`config.mk`:
```
export PLATFORM = sky130hd
export DESIGN_NAME = if_fetch
export DESIGN_NICKNAME = d
export VERILOG_FILES = /design/src/rtl/if_fetch_pkg.sv /design/src/rtl/if_fetch_skid_buf.sv /design/src/rtl/if_fetch.sv
export SDC_FILE = /design/constraint.sdc
export NUM_CORES = 1
export LEC_CHECK = 0
export ABC_AREA = 1
export BUFFER_PORTS_ARGS = -buffer_cell sky130_fd_sc_hd__buf_2
export CAP_MARGIN = 20
export CORE_ASPECT_RATIO = 1.25
export CORE_MARGIN = 4
export CORE_UTILIZATION = 60
export CTS_BUF_LIST = sky130_fd_sc_hd__clkbuf_2
export CTS_CLUSTER_DIAMETER = 60
export DETAILED_ROUTE_END_ITERATION = 16
export GPL_ROUTABILITY_DRIVEN = 0
export PLACE_DENSITY = 0.87
export SLEW_MARGIN = 40
export SYNTH_ARGS = -nofsm -noshare
export SYNTH_HDL_FRONTEND = slang
export SYNTH_SLANG_ARGS = --single-unit
```
`constraint.sdc`:
```
create_clock -name clk -period 4.9 [get_ports clk]
set_clock_uncertainty 0.2 [all_clocks]
set_input_delay 0.98 -clock clk [delete_from_list [all_inputs] [get_ports clk]]
set_output_delay 0.98 -clock clk [all_outputs]
set_load 0.005 [all_outputs]
```
`src/rtl/if_fetch_pkg.sv`:
```
// Shared definitions for the instruction-fetch stage.
//  - Textual defines: RESET_PC_DEF, NOP_INST, ZERO_WORD and the 2-bit state
//    encodings IFS_IDLE / IFS_FETCH / IFS_HOLD / IFS_DROP.
//  - Package if_fetch_pkg: state enum built on those encodings, word constants
//    and a word-alignment helper.
// Optional feature macro used by the fetch files: IF_ALIGN_CHK_EN.
`ifndef IF_FETCH_DEFINES
`define IF_FETCH_DEFINES
`define RESET_PC_DEF 32'h0000_0000
`define NOP_INST     32'h0000_0000
`define ZERO_WORD    32'h0000_0000
`define IFS_IDLE     2'd0
`define IFS_FETCH    2'd1
`define IFS_HOLD     2'd2
`define IFS_DROP     2'd3
`endif

package if_fetch_pkg;

    typedef enum logic [1:0] {
        ST_IDLE  = `IFS_IDLE,
        ST_FETCH = `IFS_FETCH,
        ST_HOLD  = `IFS_HOLD,
        ST_DROP  = `IFS_DROP
    } ifs_state_e;

    localparam logic [31:0] RESET_PC_VAL = `RESET_PC_DEF;
    localparam logic [31:0] NOP_WORD     = `NOP_INST;
    localparam logic [31:0] ZERO_VAL     = `ZERO_WORD;
    localparam logic [31:0] PC_STEP      = 32'd4;

    function automatic logic [31:0] word_align(input logic [31:0] a);
        return {a[31:2], 2'b00};
    endfunction

endpackage

```
`src/rtl/if_fetch_skid_buf.sv`:
```
// fetch_skid_buf: single-entry {pc, inst} holding register for a fetched
// instruction that arrived while the output slot was stalled.
// Ports:
//  clk, rst            clock, synchronous active-high reset
//  load                capture load_pc/load_inst, entry becomes full
//  clear               drop the entry (wins over load)
//  load_pc, load_inst  data to capture
//  full                entry holds valid data
//  buf_pc, buf_inst    stored data
module fetch_skid_buf
    import if_fetch_pkg::*;
(
    input  logic        clk,
    input  logic        rst,
    input  logic        load,
    input  logic        clear,
    input  logic [31:0] load_pc,
    input  logic [31:0] load_inst,
    output logic        full,
    output logic [31:0] buf_pc,
    output logic [31:0] buf_inst
);

    always_ff @(posedge clk) begin
        if (rst || clear) begin
            full     <= 1'b0;
            buf_pc   <= ZERO_VAL;
            buf_inst <= NOP_WORD;
        end else if (load) begin
            full     <= 1'b1;
            buf_pc   <= load_pc;
            buf_inst <= load_inst;
        end
    end

endmodule

```
`src/rtl/if_fetch.sv`:
```
// if_fetch: instruction-fetch stage feeding the IF/ID register.
// Owns the PC, drives a variable-latency req/ack instruction memory and
// presents {if_pc, if_inst, if_valid} downstream.
// Optional feature macro: IF_ALIGN_CHK_EN (misaligned redirect reports an
// address error instead of fetching).
// Ports:
//  clk, rst              clock, synchronous active-high reset
//  stall                 downstream cannot accept the presented instruction
//  redirect, redir_pc    one-cycle branch/jump redirect from ID and its target
//  imem_req, imem_addr   fetch request and address
//  imem_ack, imem_rdata  fetch completion and instruction word
//  if_pc, if_inst        presented instruction and its PC
//  if_valid              presented instruction is valid
//  if_adel               presented slot is an address-error-on-fetch
//  dbg_state             current FSM state
// Handshakes: imem_req rises with imem_addr and both stay unchanged until a
// cycle with imem_ack high, which completes the transfer in that cycle; ack
// never arrives in the first cycle of a request. Downstream takes the
// presented instruction in any cycle with if_valid & !stall.
module if_fetch
    import if_fetch_pkg::*;
#(
    parameter logic [31:0] RESET_PC = RESET_PC_VAL
) (
    input  logic        clk,
    input  logic        rst,
    input  logic        stall,
    input  logic        redirect,
    input  logic [31:0] redir_pc,
    output logic        imem_req,
    output logic [31:0] imem_addr,
    input  logic        imem_ack,
    input  logic [31:0] imem_rdata,
    output logic [31:0] if_pc,
    output logic [31:0] if_inst,
    output logic        if_valid,
    output logic        if_adel,
    output logic [1:0]  dbg_state
);

    ifs_state_e  state, state_d;
    logic [31:0] pc, pc_d;
    logic [31:0] drop_addr;
    logic        drop_load;
    logic        halt_q, halt_d;

    logic        out_load, out_kill;
    logic [31:0] out_pc_n, out_inst_n;
    logic        out_adel_n;

    logic        skid_load, skid_clear, skid_full;
    logic [31:0] skid_pc, skid_inst;

    logic        redir_mis;
    logic [31:0] redir_tgt;
    logic        consume, slot_free;

`ifdef IF_ALIGN_CHK_EN
    assign redir_mis = (redir_pc[1:0] != 2'b00);
    assign redir_tgt = redir_pc;
`else
    // Without the check the low bits are simply dropped; halt_q and if_adel
    // therefore never leave 0.
    logic [1:0] unused_redir_lo;
    assign unused_redir_lo = redir_pc[1:0];
    assign redir_mis = 1'b0;
    assign redir_tgt = word_align(redir_pc);
`endif

    assign consume   = if_valid && !stall;
    assign slot_free = !if_valid || !stall;

    fetch_skid_buf u_skid (
        .clk       (clk),
        .rst       (rst),
        .load      (skid_load),
        .clear     (skid_clear),
        .load_pc   (pc),
        .load_inst (imem_rdata),
        .full      (skid_full),
        .buf_pc    (skid_pc),
        .buf_inst  (skid_inst)
    );

    always_comb begin
        state_d    = state;
        pc_d       = pc;
        halt_d     = halt_q;
        drop_load  = 1'b0;
        out_load   = 1'b0;
        out_kill   = 1'b0;
        out_pc_n   = skid_pc;
        out_inst_n = skid_inst;
        out_adel_n = 1'b0;
        skid_load  = 1'b0;
        skid_clear = 1'b0;

        if (redirect) begin
            pc_d       = redir_tgt;
            out_kill   = 1'b1;
            skid_clear = 1'b1;
            halt_d     = redir_mis;
            unique case (state)
                ST_FETCH: begin
                    if (imem_ack) begin
                        state_d = redir_mis ? ST_IDLE : ST_FETCH;
                    end else begin
                        // Request already on the bus cannot be withdrawn:
                        // keep it alive with its old address and eat the ack.
                        state_d   = ST_DROP;
                        drop_load = 1'b1;
                    end
                end
                ST_DROP: begin
                    if (imem_ack) begin
                        state_d = redir_mis ? ST_IDLE : ST_FETCH;
                    end
                end
                default: begin
                    state_d = redir_mis ? ST_IDLE : ST_FETCH;
                end
            endcase
            if (redir_mis) begin
                out_load   = 1'b1;
                out_pc_n   = redir_pc;
                out_inst_n = NOP_WORD;
                out_adel_n = 1'b1;
            end
        end else begin
            unique case (state)
                ST_IDLE: begin
                    // halt_q parks the stage after an address error.
                    if (!halt_q) begin
                        state_d = ST_FETCH;
                    end
                    out_kill = consume;
                end
                ST_FETCH: begin
                    if (imem_ack) begin
                        pc_d = pc + PC_STEP;
                        if (slot_free) begin
                            out_load   = 1'b1;
                            out_pc_n   = pc;
                            out_inst_n = imem_rdata;
                        end else begin
                            skid_load = 1'b1;
                            state_d   = ST_HOLD;
                        end
                    end else begin
                        out_kill = consume;
                    end
                end
                ST_HOLD: begin
                    if (!stall) begin
                        out_load   = 1'b1;
                        skid_clear = 1'b1;
                        state_d    = ST_FETCH;
                    end
                end
                ST_DROP: begin
                    if (imem_ack) begin
                        state_d = halt_q ? ST_IDLE : ST_FETCH;
                    end
                    out_kill = consume;
                end
                default: begin
                    state_d = ST_IDLE;
                end
            endcase
        end
    end

    always_ff @(posedge clk) begin
        if (rst) begin
            state     <= ST_IDLE;
            pc        <= RESET_PC;
            drop_addr <= ZERO_VAL;
            halt_q    <= 1'b0;
            if_pc     <= ZERO_VAL;
            if_inst   <= NOP_WORD;
            if_valid  <= 1'b0;
            if_adel   <= 1'b0;
        end else begin
            state  <= state_d;
            pc     <= pc_d;
            halt_q <= halt_d;
            if (drop_load) begin
                drop_addr <= pc;
            end
            if (out_load) begin
                if_pc    <= out_pc_n;
                if_inst  <= out_inst_n;
                if_valid <= 1'b1;
                if_adel  <= out_adel_n;
            end else if (out_kill) begin
                if_valid <= 1'b0;
                if_adel  <= 1'b0;
            end
        end
    end

    assign imem_req  = (state == ST_FETCH) || (state == ST_DROP);
    // In DROP the PC already holds the redirect target; the bus must keep
    // showing the address of the killed request.
    assign imem_addr = (state == ST_DROP) ? drop_addr : pc;
    assign dbg_state = state;

endmodule

```
==> results_dict.tcl <==
set metrics [dict create \
    synth_mux_area_share_pct 0 \
    rr_endpoint "if_inst[8]" \
    worstSetupPathType "register to primary output" \
    antenna_found_initial 1 \
    die_x_um 116 \
    p_total_uw 3020 \
    peakVddDrop_v 0.000263 \
    clock_path_buffers 2 \
    cts_made_buffers 17 \
    wirelength_um 24700 \
    drt_iter0_drc 1037 \
    worstPathArrival_ns 2.37 \
    dpl.hpwl_um 16100 \
    layout.nets 1373 \
    cts_tree "yes" \
    hold_buffers 0 \
    synthSimpleGateAreaFrac_pct 22.8 \
    reg2reg_slack_ns 1.80 \
    period_share_pct 72.4 \
    grt_overflow 0 \
    outcome "finished clean" \
    crit_fanout 61 \
    endpoint_kind "primary output" \
    synth_area_mm2 0.00869 \
    port_buffers 162 \
    min_period_ns 3.55 \
    vias 8974 \
    rsz0062_at_grt "no" \
    finalHoldViolCount 0 \
    cts_setup_buffers 0 \
    whs_ns 0.213 \
    avgSynthCellArea_um2 7.26 \
    synth_compound_area_share_pct 25.1 \
    netlist-cell-type-count 31 \
    ios 170 \
    grt_pass1_wl_um 39200 \
    fillers 1218 \
    synth_cells 1197 \
    ant_nets 0 \
    fmax_mhz 282 \
    die-area_mm2 0.0165 \
    track_usage_pct 29.3 \
    root_buffer "clkbuf_2" \
    yosys_warnings 0 \
    slew_violations 0 \
    initial_core_util_pct 62.1 \
    core_mm2 0.0140 \
    clkLatencyLatePin_ns 0.79 \
    yosysSeqAreaShare_pct 43.1 \
    place_area_mm2 0.00946 \
    ff2ff_path_depth 9 \
    dp.cells 1455 \
    clock-sinks 187 \
    drt_first_pass_iters 6 \
    cts.clk_slew.worst_paths_ns 0.27 \
    setup_viol 0 \
    routed_via_density 6.03 \
    r2r_start "dbg_state[0]" \
    post_cts_resized 0 \
    drive_gt1_share_pct 16.7 \
    final_common_cell "nand2_1" \
    cp-endpoint "imem_addr[31]" \
    fin_area_mm2 0.00973 \
    cp-start-kind "register" \
    synth-adder-area-share_pct 0.720 \
    grt_pass1_vias 8068 \
    wl_per_cell_um 16.6 \
    p_leak_uw 0.00437 \
    hp-class "primary input to register" \
    drcViolationCount 0 \
    grt_max_degree 125 \
    cp-startpoint "dbg_state[0]" \
    power_density_mw_per_mm2 310 \
    required_ns 3.72 \
    cts_max_level 4 \
    final_cell_mix "227 x nand2_1, 201 x o21ai_0, 187 x dfxtp_1, 162 x buf_2, 107 x nand3_1" \
    yosys.area_share.xor_xnor_pct 0 \
    worst_pin_slew_ns 0.833 \
    instances_no_fill 1487 \
    maxCapViolations 0 \
    die_y_um 143 \
    slew_headroom_pct 44.4 \
    synth_top_family_by_area "compound AO/OA/AOI/OAI gates" \
    synth-seq-cells 187 \
    rows 48 \
    area.growth.synth_to_final_pct 12.0 \
    finalSetupTns_ns 0 \
]
## synth_stat cells
cell | instances | area [µm²]
o311ai_0 | 1 | 8.76
o211a_1 | 62 | 621
nor2_2 | 2 | 12.5
and2_1 | 2 | 12.5
o21ai_1 | 2 | 10.0
inv_2 | 5 | 18.8
nand4_1 | 6 | 37.5
o21ai_0 | 201 | 1010
a221oi_1 | 2 | 17.5
nand2_1 | 227 | 852
a21oi_1 | 80 | 400
inv_1 | 70 | 263
o31ai_1 | 1 | 7.51
dfxtp_1 | 187 | 3740
o211ai_1 | 5 | 37.5
clkbuf_1 | 55 | 206
nor3_1 | 38 | 190
nor2_1 | 83 | 312
a22oi_1 | 4 | 30.0
ha_1 | 5 | 62.6
a211oi_1 | 2 | 15.0
nor3_2 | 1 | 10.0
conb_1 | 1 | 3.75
nand3_1 | 107 | 536
a31oi_1 | 3 | 18.8
buf_2 | 26 | 130
or2_2 | 1 | 6.26
nand2_2 | 2 | 12.5
buf_4 | 12 | 90.1
buf_1 | 3 | 11.3
o22ai_1 | 1 | 6.26
## power by group
part / internal (µW) / switching, µW / total, µW
clock network: 331 / 528 / 859
registers: 1610 / 63.3 / 1670
logic: 173 / 318 / 491
total: 2110 / 909 / 3020
## flip-flops by register name, summed over array words and instances (netlist names)
name	count
dbg_state	2
drop_addr	30
if_pc	30
if_valid	1
u_skid.buf_pc	30
pc	30
if_inst	32
u_skid.buf_inst	32
## through the flow
| step | util [%] | worst slack, ns |
|---|---|---|
| 2_1_floorplan | - | 2.55 |
| 3_3_place_gp | 67.5 | 1.25 |
| 3_5_place_dp | 67.6 | 1.35 |
| 4_1_cts | 69.5 | 1.27 |
| 5_1_grt | 69.5 | 1.16 |
| 6_report | 69.5 | 1.35 |
## how the worst min path moves through the flow
stage / startpoint / to / cells after the start
6_report: imem_rdata[3] / u_skid.buf_inst[3] / 3
5_1_grt: imem_rdata[3] / u_skid.buf_inst[3] / 3
4_1_cts: imem_rdata[26] / u_skid.buf_inst[26] / 3
3_5_place_dp: if_pc[27] / if_pc[27] / 1
3_3_place_gp: if_inst[23] / if_inst[23] / 1
2_1_floorplan: u_skid.buf_inst[0] / u_skid.buf_inst[0] / 2
## layout make-up
| class | instances | area, µm² | share of cell area [%] |
|---|---|---|---|
| multi-input combinational | 843 | 4280 | 44.0 |
| clock buffer | 18 | 90.1 | 0.926 |
| sequential | 187 | 3740 | 38.5 |
| timing repair buffer | 175 | 933 | 9.59 |
| clock inverter | 13 | 175 | 1.80 |
| inverter | 75 | 288 | 2.96 |
| antenna | 1 | 2.50 | 0.0257 |
| tap | 175 | 219 | 2.25 |
## per-layer routing
layer  wire [µm]  track usage (%)  vias to the layer above
met1       10100             37.6                     4194
met4         691             11.7                        0
met5           0                0                        -
met3        2060             5.61                       50
li1            -                -                     4278
met2       11800             48.4                      452
## cell families (layout without fill, tap and decap cells)
family	after synthesis	after routing
simple gates	469	469
compound gates	364	364
flops	187	187
buf+inv	171	281
fa+ha+maj	5	5
other cells	1	6
## worst max-delay path, cell delays in order (launching register included)
cell	delay [ns]
dfxtp_1	0.54
ha_4	0.55
o21ai_0	0.30
buf_2	0.19
(Power assumes the default switching activity.)
